## src/rtl/tdc_enc_pkg.sv

```systemverilog
// Shared definitions for the ring fine encoder: bubble-correction levels,
// level clamping and the width helper used for tap-index ports.
package tdc_enc_pkg;

    typedef enum logic [1:0] {
        LVL_NONE   = 2'd1,
        LVL_SINGLE = 2'd2,
        LVL_DOUBLE = 2'd3
    } lvl_e;

    // Out-of-range requests saturate to the nearest supported level.
    function automatic lvl_e clamp_level(input logic [2:0] lvl);
        lvl_e r;
        case (lvl)
            3'd0, 3'd1: r = LVL_NONE;
            3'd2:       r = LVL_SINGLE;
            default:    r = LVL_DOUBLE;
        endcase
        return r;
    endfunction

    function automatic int clog2(input int value);
        int r;
        r = 0;
        while ((1 << r) < value) r++;
        return r;
    endfunction

endpackage

```

## src/rtl/tdc_ring_fine_encoder_if.sv

```systemverilog
// Sample-in / result-out bundle of the ring fine encoder.
interface tdc_ring_fine_encoder_if
    import tdc_enc_pkg::*;
#(
    parameter int TAP_W = 32
);
    localparam int BIN_W = clog2(TAP_W);

    logic             valid_in;
    logic [TAP_W-1:0] code_in;
    logic [2:0]       level;
    logic             valid_out;
    logic [BIN_W-1:0] bin_out;
    logic             error_out;
    logic             bubble_out;

    modport master (
        output valid_in, code_in, level,
        input  valid_out, bin_out, error_out, bubble_out
    );

    modport slave (
        input  valid_in, code_in, level,
        output valid_out, bin_out, error_out, bubble_out
    );

endinterface

```

## src/rtl/tdc_ring_edge_encode.sv

```systemverilog
// Two-level one-hot to binary encoder for the ring edge vector; flags
// vectors that carry no edge or more than one edge.
module tdc_ring_edge_encode
    import tdc_enc_pkg::*;
#(
    parameter int TAP_W = 32,
    parameter int GRP_W = 8,
    localparam int BIN_W = clog2(TAP_W)
) (
    input  logic [TAP_W-1:0] edge_vec,
    output logic [BIN_W-1:0] index,
    output logic             error
);
    localparam int NGRP = TAP_W / GRP_W;

    logic [NGRP-1:0]  grp_hit;
    logic [NGRP-1:0]  grp_multi;
    logic             multi_grp;
    logic [BIN_W-1:0] grp_base;
    logic [GRP_W-1:0] sel;
    logic [BIN_W-1:0] lsb;

    // x & (x-1) is non-zero exactly when x has two or more bits set.
    for (genvar gi = 0; gi < NGRP; gi++) begin : g_grp
        logic [GRP_W-1:0] slice;
        assign slice         = edge_vec[gi*GRP_W +: GRP_W];
        assign grp_hit[gi]   = |slice;
        assign grp_multi[gi] = |(slice & (slice - GRP_W'(1)));
    end

    assign multi_grp = |(grp_hit & (grp_hit - NGRP'(1)));

    always_comb begin
        grp_base = '0;
        sel      = '0;
        for (int g = NGRP - 1; g >= 0; g--) begin
            if (grp_hit[g]) begin
                grp_base = BIN_W'(g * GRP_W);
                sel      = edge_vec[g*GRP_W +: GRP_W];
            end
        end
    end

    always_comb begin
        lsb = '0;
        for (int b = GRP_W - 1; b >= 0; b--) begin
            if (sel[b]) lsb = BIN_W'(b);
        end
    end

    assign error = ~(|grp_hit) | multi_grp | (|grp_multi);
    assign index = error ? '0 : (grp_base | lsb);

endmodule

```

## src/rtl/tdc_ring_fine_encoder.sv

```systemverilog
// Three-stage fine-phase encoder: capture, bubble fill + edge detect,
// encode. Also keeps a saturating count of invalid codes.
module tdc_ring_fine_encoder
    import tdc_enc_pkg::*;
#(
    parameter int TAP_W = 32,
    parameter int GRP_W = 8,
    parameter int CNT_W = 16
) (
    input  logic                  clk,
    input  logic                  rstn,
    input  logic                  cnt_clr,
    output logic [CNT_W-1:0]      err_count,
    tdc_ring_fine_encoder_if.slave bus
);
    localparam int BIN_W = clog2(TAP_W);
    localparam logic [CNT_W-1:0] CNT_MAX = '1;

    logic             s1_valid_reg;
    logic [TAP_W-1:0] s1_code_reg;
    logic [1:0]       s1_level_reg;

    logic             s2_valid_reg;
    logic [TAP_W-1:0] s2_edge_reg;
    logic             s2_bubble_reg;

    logic             s3_valid_reg;
    logic [BIN_W-1:0] s3_bin_reg;
    logic             s3_error_reg;
    logic             s3_bubble_reg;
    logic [CNT_W-1:0] err_count_reg;

    logic [TAP_W-1:0] single_fill;
    logic [TAP_W-1:0] double_pair;
    logic [TAP_W-1:0] double_fill;
    logic [TAP_W-1:0] filled;
    logic [TAP_W-1:0] edge_next;
    logic             bubble_next;
    logic [BIN_W-1:0] enc_index;
    logic             enc_error;

    always_ff @(posedge clk or negedge rstn) begin
        if (!rstn) begin
            s1_valid_reg <= 1'b0;
            s1_code_reg  <= '0;
            s1_level_reg <= '0;
        end else begin
            s1_valid_reg <= bus.valid_in;
            s1_code_reg  <= bus.code_in;
            s1_level_reg <= clamp_level(bus.level);
        end
    end

    // Fill terms look only at the captured raw code, never at each other,
    // so one pass is enough and the logic depth is fixed.
    for (genvar gi = 0; gi < TAP_W; gi++) begin : g_fill
        localparam int PREV  = (gi + TAP_W - 1) % TAP_W;
        localparam int NEXT  = (gi + 1) % TAP_W;
        localparam int NEXT2 = (gi + 2) % TAP_W;

        assign single_fill[gi] = ~s1_code_reg[gi] & s1_code_reg[PREV] & s1_code_reg[NEXT];
        assign double_pair[gi] = ~s1_code_reg[gi] & ~s1_code_reg[NEXT]
                               & s1_code_reg[PREV] & s1_code_reg[NEXT2];
        assign double_fill[gi] = double_pair[gi] | double_pair[PREV];
        assign edge_next[gi]   = filled[gi] & ~filled[PREV];
    end

    assign filled = s1_code_reg
                  | ((s1_level_reg >= LVL_SINGLE) ? single_fill : '0)
                  | ((s1_level_reg == LVL_DOUBLE) ? double_fill : '0);
    assign bubble_next = |(filled ^ s1_code_reg);

    always_ff @(posedge clk or negedge rstn) begin
        if (!rstn) begin
            s2_valid_reg  <= 1'b0;
            s2_edge_reg   <= '0;
            s2_bubble_reg <= 1'b0;
        end else begin
            s2_valid_reg  <= s1_valid_reg;
            s2_edge_reg   <= edge_next;
            s2_bubble_reg <= bubble_next;
        end
    end

    tdc_ring_edge_encode #(
        .TAP_W (TAP_W),
        .GRP_W (GRP_W)
    ) u_edge_encode (
        .edge_vec (s2_edge_reg),
        .index    (enc_index),
        .error    (enc_error)
    );

    // Result fields hold their last value across pipeline bubbles.
    always_ff @(posedge clk or negedge rstn) begin
        if (!rstn) begin
            s3_valid_reg  <= 1'b0;
            s3_bin_reg    <= '0;
            s3_error_reg  <= 1'b0;
            s3_bubble_reg <= 1'b0;
        end else begin
            s3_valid_reg <= s2_valid_reg;
            if (s2_valid_reg) begin
                s3_bin_reg    <= enc_index;
                s3_error_reg  <= enc_error;
                s3_bubble_reg <= s2_bubble_reg;
            end
        end
    end

    always_ff @(posedge clk or negedge rstn) begin
        if (!rstn) begin
            err_count_reg <= '0;
        end else if (cnt_clr) begin
            err_count_reg <= '0;
        end else if (s3_valid_reg && s3_error_reg && (err_count_reg != CNT_MAX)) begin
            err_count_reg <= err_count_reg + CNT_W'(1);
        end
    end

    assign bus.valid_out  = s3_valid_reg;
    assign bus.bin_out    = s3_bin_reg;
    assign bus.error_out  = s3_error_reg;
    assign bus.bubble_out = s3_bubble_reg;
    assign err_count      = err_count_reg;

endmodule

```

## src/flat_wrapper.sv

```systemverilog
// flat-port wrapper written by rule: the top's interface ports become plain ports
module tdc_ring_fine_encoder_flat import tdc_enc_pkg::*;
#(
    parameter int TAP_W = 32,
    parameter int GRP_W = 8,
    parameter int CNT_W = 16
)
  (clk, rstn, cnt_clr, err_count, bus_valid_in, bus_code_in, bus_level, bus_valid_out, bus_bin_out, bus_error_out, bus_bubble_out);
  tdc_ring_fine_encoder_if #(.TAP_W(TAP_W)) bus_i ();
  input  logic clk;
  input  logic rstn;
  input  logic cnt_clr;
  output logic [CNT_W-1:0] err_count;
  input wire logic [$bits(bus_i.valid_in)-1:0] bus_valid_in;
  input wire logic [$bits(bus_i.code_in)-1:0] bus_code_in;
  input wire logic [$bits(bus_i.level)-1:0] bus_level;
  output wire logic [$bits(bus_i.valid_out)-1:0] bus_valid_out;
  output wire logic [$bits(bus_i.bin_out)-1:0] bus_bin_out;
  output wire logic [$bits(bus_i.error_out)-1:0] bus_error_out;
  output wire logic [$bits(bus_i.bubble_out)-1:0] bus_bubble_out;
  assign bus_i.valid_in = bus_valid_in;
  assign bus_i.code_in = bus_code_in;
  assign bus_i.level = bus_level;
  assign bus_valid_out = bus_i.valid_out;
  assign bus_bin_out = bus_i.bin_out;
  assign bus_error_out = bus_i.error_out;
  assign bus_bubble_out = bus_i.bubble_out;
  tdc_ring_fine_encoder #(.TAP_W(TAP_W), .GRP_W(GRP_W), .CNT_W(CNT_W)) u_core (.clk(clk), .rstn(rstn), .cnt_clr(cnt_clr), .err_count(err_count), .bus(bus_i));
endmodule
```

## config.mk

```make
export PLATFORM = sky130hd
export DESIGN_NAME = tdc_ring_fine_encoder_flat
export DESIGN_NICKNAME = d
export VERILOG_FILES = /design/src/rtl/tdc_enc_pkg.sv /design/src/rtl/tdc_ring_fine_encoder_if.sv /design/src/rtl/tdc_ring_edge_encode.sv /design/src/rtl/tdc_ring_fine_encoder.sv /design/src/flat_wrapper.sv
export SDC_FILE = /design/constraint.sdc
export NUM_CORES = 1
export LEC_CHECK = 0
export CORE_MARGIN = 2
export CORE_UTILIZATION = 55
export CTS_CLUSTER_SIZE = 16
export DETAILED_ROUTE_END_ITERATION = 10
export HOLD_SLACK_MARGIN = 0.08
export PLACE_DENSITY_LB_ADDON = 0.1
export SYNTH_ARGS = -nofsm -noshare
export SYNTH_HDL_FRONTEND = slang
export SYNTH_SLANG_ARGS = --single-unit
```

## constraint.sdc

```tcl
create_clock -name clk -period 2.4 [get_ports clk]
set_clock_uncertainty 0.1 [all_clocks]
set_input_delay 0.24 -clock clk [delete_from_list [all_inputs] [get_ports clk]]
set_output_delay 0.24 -clock clk [all_outputs]
set_load 0.005 [all_outputs]
```

Word-level counts from Yosys, hierarchy flattened. Cells that the tools add are included.

$add $sub $neg: 6. Multipliers: 0. Divide/modulo/power cells: 0. $lt $le $gt $ge: 1. Eq/ne operators: 4. Shift operators: 0. Muxes and demuxes: 22. Bitwise logic cells: 300. Reductions and logical operators: 13.

Operators by type and width (count): AND 1 bit (192); OR reduction 32 bit (3); NOT 1 bit (65); 2-to-1 mux 32 bit (2); OR 32 bit (2); 2-to-1 mux 5 bit (12); OR 1 bit (34); AND 8 bit (4); 2-to-1 mux 16 bit (2); 2-to-1 mux 8 bit (4); OR reduction 8 bit (4); subtractor 8 x 1 -> 8 bit, second input constant (4); XOR 32 bit (1); adder 16 x 1 -> 16 bit, second input constant (1); != test 16 bit, second input constant (1); OR 5 bit (1); AND 4 bit (1); one-hot mux 2 bit (2 select lines) (1); OR reduction 4 bit (1); subtractor 4 x 1 -> 4 bit, second input constant (1); == test 3 x 1 -> 1 bit, second input constant (1); == test 3 x 2 -> 1 bit, second input constant (1); zero test 3 bit (1); 2-to-1 mux 3 bit (1); other kinds (5) (6).

Register bits after elaboration: 93. Latch bits: 0. RAM bits: 0. ROM bits: 0. Input port bits: 39. Output and inout port bits: 24. Memories kept: 0.

Longest topological paths before layout.
Word-level depth: 15. Depth in mapped cells: 7. Gate-level depth less buffers: 7.

Hierarchy. A second synthesis with hierarchy kept.

Cells, all modules: 514. Area total of the unflattened synthesis: 5006.1 um^2.

Modules (own cells, without submodules): tdc_ring_fine_encoder (instances 1, cells an instance 413, area each 4309.1 um^2, seq. area each 2327.2 um^2); tdc_ring_edge_encode (instances 1, cells an instance 101, area each 696.9 um^2, seq. area each 0.0 um^2).

Least setup slack after synthesis. Ideal clock, no wire load.

Path type: register to register. Start: register u_core.s2_edge_reg[21]. End: register u_core.s3_bin_reg[3] (netlist: u_core.bus.bin_out[3]). Arrival time: 1.963 ns. Required time: 2.208 ns. Path slack: 0.245 ns. Stages on the path, launching flop included: 7. Buffers on the path: 0. Period minus slack after synthesis: 2.155 ns. Cell sequence: dfrtp_1 nor4_4 nand2_4 or3_1 a211oi_2 o311ai_2 o31ai_2.

Longest elaborated chain between the ends: 12. Elaborated cells on any way between the ends: 25.

RTL lines: start, declared (RTL line tdc_ring_fine_encoder.sv:24) `logic [TAP_W-1:0] s2_edge_reg;`; start signal, assigned (RTL line tdc_ring_fine_encoder.sv:80) `s2_edge_reg <= edge_next;`; OR reduction 8 bit (RTL line tdc_ring_edge_encode.sv:27) `assign grp_hit[gi] = |slice;`; 2-to-1 mux 8 bit (3 in a row) (RTL line tdc_ring_edge_encode.sv:37) `if (grp_hit[g]) begin`; 2-to-1 mux 5 bit (6 in a row) (RTL line tdc_ring_edge_encode.sv:47) `if (sel[b]) lsb = BIN_W'(b);`; OR 5 bit (RTL line tdc_ring_edge_encode.sv:52) `assign index = error ? '0 : (grp_base | lsb);`; 2-to-1 mux 5 bit * (RTL line tdc_ring_edge_encode.sv:52); end signal, assigned (RTL line tdc_ring_fine_encoder.sv:104) `s3_bin_reg <= enc_index;`; end, declared (RTL line tdc_ring_fine_encoder.sv:28) `logic [BIN_W-1:0] s3_bin_reg;`.

Mark *: on every way between the ends. The rest lies on a longest branch, timed or not. A chain may end at the register's enable or synchronous reset.

Final worst setup path.
Start: register u_core.s2_edge_reg[1]. End: register u_core.s3_bin_reg[2] (netlist: u_core.bus.bin_out[2]).

Longest elaborated chain between the ends: 12. Elaborated cells on any way between the ends: 23.

RTL lines (RTL line): OR reduction 8 bit (tdc_ring_edge_encode.sv:27); 2-to-1 mux 8 bit (tdc_ring_edge_encode.sv:37); 2-to-1 mux 3 bit (tdc_ring_edge_encode.sv:47); 2-to-1 mux 5 bit (7 in a row) (tdc_ring_edge_encode.sv:47); OR 5 bit (tdc_ring_edge_encode.sv:52); 2-to-1 mux 5 bit * (tdc_ring_edge_encode.sv:52).

Marks and branches as above.

==> summary.md <==
| Metric | Value |
|---|---|
| Tightest Hold Check Type | `primary input to register` |
| CTS tree | `built` |
| Root Driver | `clkbuf_8` |
| Reg2reg end | `u_core.bus.bin_out[2]$_DFFE_PN0P_` |
| I/O pin count | `63` |
| Via density | `6.20` |
| WP data required | `2.59 ns` |
| Max Transition Viols Final | `0` |
| Largest net degree at the start of global routing | `55` |
| Clk slew on worst S/H paths | `0.09 ns` |
| Netlist cell types | `70` |
| Die span in y | `101 um` |
| FILL cells | `776` |
| Vias in the first global route | `4,314` |
| Via count | `4,529` |
| Mapped Nets | `601` |
| Run status | `finished clean` |
| Slew Limit Headroom | `41.5%` |
| Sequential-to-total area share from yosys stat | `44.9%` |
| Gate Count Post-Synth | `561` |
| Antenna cells | `0` |
| Final Cycle Share | `98.6%` |
| Wire length on met3 | `625 um` |
| Row count | `35` |
| First-pass GRT wire length | `21,300 um` |
| Final count of negative-setup-slack endpoints | `0` |
| Synth top area share | `44.9%` |
| Remaining Overflow, GRT | `0` |
| Dpl ws | `-0.0198 ns` |
| Mean post-synth cell area | `9.25 um2` |
| Number of synthesized register bits | `93` |
| Setup slack, reg-to-reg | `0.03 ns` |
| Commonest non-fill, non-tap cells in the layout | `dfrtp_1 (91), clkdlybuf4s50_1 (61), nand2_1 (41), nor2_1 (41), o21ai_0 (34)` |
| Fin Setup TNS | `0 ns` |
| Post-DP Area | `0.00595 mm2` |
| Final net count | `655` |
| Top Metal Used | `met4` |
| Worst skew pair latency | `0.36 ns` |
| Commonest non-fill, non-tap cell in the layout | `dfrtp_1` |
| Gp weighted congestion | `0.928` |
| Worst hold path endpoint | `u_core.s1_code_reg[19]$_DFF_PN0_` |
| Area leader, netlist | `dfrtp_1` |
| Placeable Area | `0.00920 mm2` |
| Setup ws final | `0.0331 ns` |
| Final Cell Area | `0.00619 mm2` |
| Setup crit start kind | `register` |
| Initial antenna violation count | `0` |
| Main area contributors after synthesis | `dfrtp_1 (45%), a22oi_1 (3.9%), o21ai_0 (3.3%), nand2_1 (3.0%), nor2_1 (3.0%)` |
| H-tree Lvls | `3` |
| Multi-input logic area | `0.00266 mm2` |
| Die X | `101 um` |
| Port buffer count | `62` |
| Worst VDD drop | `0.426 mV` |
| Hold path depth | `1` |
| Total Routing Usage GR | `26.4%` |
| Slew @ Worst Pin | `0.876 ns` |
| Number of synthesized flops with an enable pin | `0` |
| Pwr dens | `562 mW/mm2` |
| Synth async-reset ratio | `100%` |
| 1st-pass router iterations | `5` |
| Hold Crit Start | `bus_code_in[19]` |
| Detail Route Antenna Nets | `0` |
| Fraction of layout cells with a size suffix above 1 | `11.0%` |
| Met2 Wirelength | `6460 um` |
| DRC Markers | `0` |
| R2r worst-path depth | `6` |
| Max_cap viols | `0` |
| Synth Warn # | `0` |
| Drt wl/cell | `17.6 um` |
| Die area | `0.0102 mm2` |
| RSZ-0062 raised after global routing | `true` |
| Final hold slack | `0.203 ns` |
| RR Startpoint | `u_core.s2_edge_reg[1]$_DFF_PN0_` |
| Final Routed Wirelength | `12,800 um` |
| Setup CP Type | `register to register` |
| Synthesized area | `0.00519 mm2` |
| Placed wire-length estimate | `9480 um` |
| F_max | `422 MHz` |
| Synth Flop Type | `dfrtp_1` |
| Area grow syn2layout | `19.2%` |
| Met1 Wirelength | `5550 um` |
| Register area | `0.00233 mm2` |
| Clock Tree Buf Depth | `2` |
| CTS buffer count | `9` |
| Clock sinks | `93` |
| Total power | `3.48 mW` |
| Final Hold Viols | `0` |
| Initial Util | `56.4%` |
| Crit-path max FO | `7` |
| Period minus WS final | `2.37 ns` |
| CP Capture Type | `register` |
| CP arrival | `2.55 ns` |
| Leak | `2.56 nW` |
| Iteration-0 DRC Markers | `288` |
[routing by layer]
layer  track usage [%]  vias to the layer above
met1              34.2                     2164
met4              7.17                        0
li1                  -                     2171
met5                 0                        -
met2              45.1                      173
met3              5.55                       21
[through the flow]
stage                     std cells  util (%)
after floorplan                 561         -
after global placement          713      64.7
after detailed placement        713      64.7
after CTS                       730      66.8
after global routing            731      67.3
final                           731      67.3
[critical path, cell delays in order (launching register included)]
cell,delay (ns)
dfrtp_2,0.48
or4_4,0.56
nor4_1,0.35
nor3b_2,0.32
nor3_1,0.10
a211o_1,0.27
o22ai_1,0.11
[Yosys cell counts, types with 9 or more instances]
master and number:
nor4_1 10, nor2b_1 15, o21a_1 10, nand2_1 41
clkbuf_1 37, nand2b_1 19, a22o_1 12, a22oi_1 27
nand3b_1 9, nor2_1 41, inv_1 16, o21ai_0 34
nor3_1 19, o31ai_1 9, nand4_1 15, a21oi_1 30
dfrtp_1 93, xor2_1 13
[cells by family (layout without fill, tap and decap cells)]
| logic type | Yosys count | in the layout | synth area share, % |
|---|---|---|---|
| compound gates | 173 | 173 | 23.0 |
| xor+xnor | 15 | 15 | 2.53 |
| fa+ha+maj | 2 | 2 | 0.434 |
| buf+inv | 60 | 119 | 4.56 |
| mux | 2 | 2 | 0.410 |
| simple gates | 216 | 216 | 24.2 |
| flops | 93 | 93 | 44.9 |
[power breakdown]
group	leakage, nW	switching, mW	total (mW)	internal, mW
Combinational	1.31	0.364	0.705	0.340
Clock	0.0896	0.581	0.975	0.394
Sequential	1.16	0.153	1.80	1.64
Total	2.56	1.10	3.48	2.38
[worst max-delay path by stage]
stage                                startpoint                                 to  slack, ns  cells after the start
3_5_place_dp    u_core.err_count[0]$_DFFE_PN0P_    u_core.err_count[8]$_DFFE_PN0P_      -0.02                      7
2_1_floorplan  u_core.s2_edge_reg[21]$_DFF_PN0_  u_core.bus.bin_out[3]$_DFFE_PN0P_       0.25                      6
4_1_cts         u_core.s2_edge_reg[1]$_DFF_PN0_  u_core.bus.bin_out[3]$_DFFE_PN0P_       0.05                      6
5_1_grt         u_core.s2_edge_reg[5]$_DFF_PN0_  u_core.bus.bin_out[0]$_DFFE_PN0P_      -0.05                      6
6_report        u_core.s2_edge_reg[1]$_DFF_PN0_  u_core.bus.bin_out[2]$_DFFE_PN0P_       0.03                      6
3_3_place_gp   u_core.s2_edge_reg[25]$_DFF_PN0_  u_core.bus.bin_out[3]$_DFFE_PN0P_       0.09                      5
[final cells by class]
type                    count  share of cell area [%]
clock inverters             6                   0.809
repair buffers             87                    13.3
inverters                  16                   0.971
well taps                 111                    2.25
clock buffers              10                    2.06
flip-flops and latches     93                    37.7
multi-input cells         408                    43.0
[repair_timing]
action / 4_1_cts / 5_1_grt
buffers inserted: 0 / 1
hold buffers: 1 / 0
cloned: 0 / 0
setup endpoints to repair: 2 / 8
pin swaps: 0 / 1
gates resized for setup: 1 / 8
endpoints found under the hold margin: 39 / 0
No activity file was read; power rests on OpenSTA's default activity.
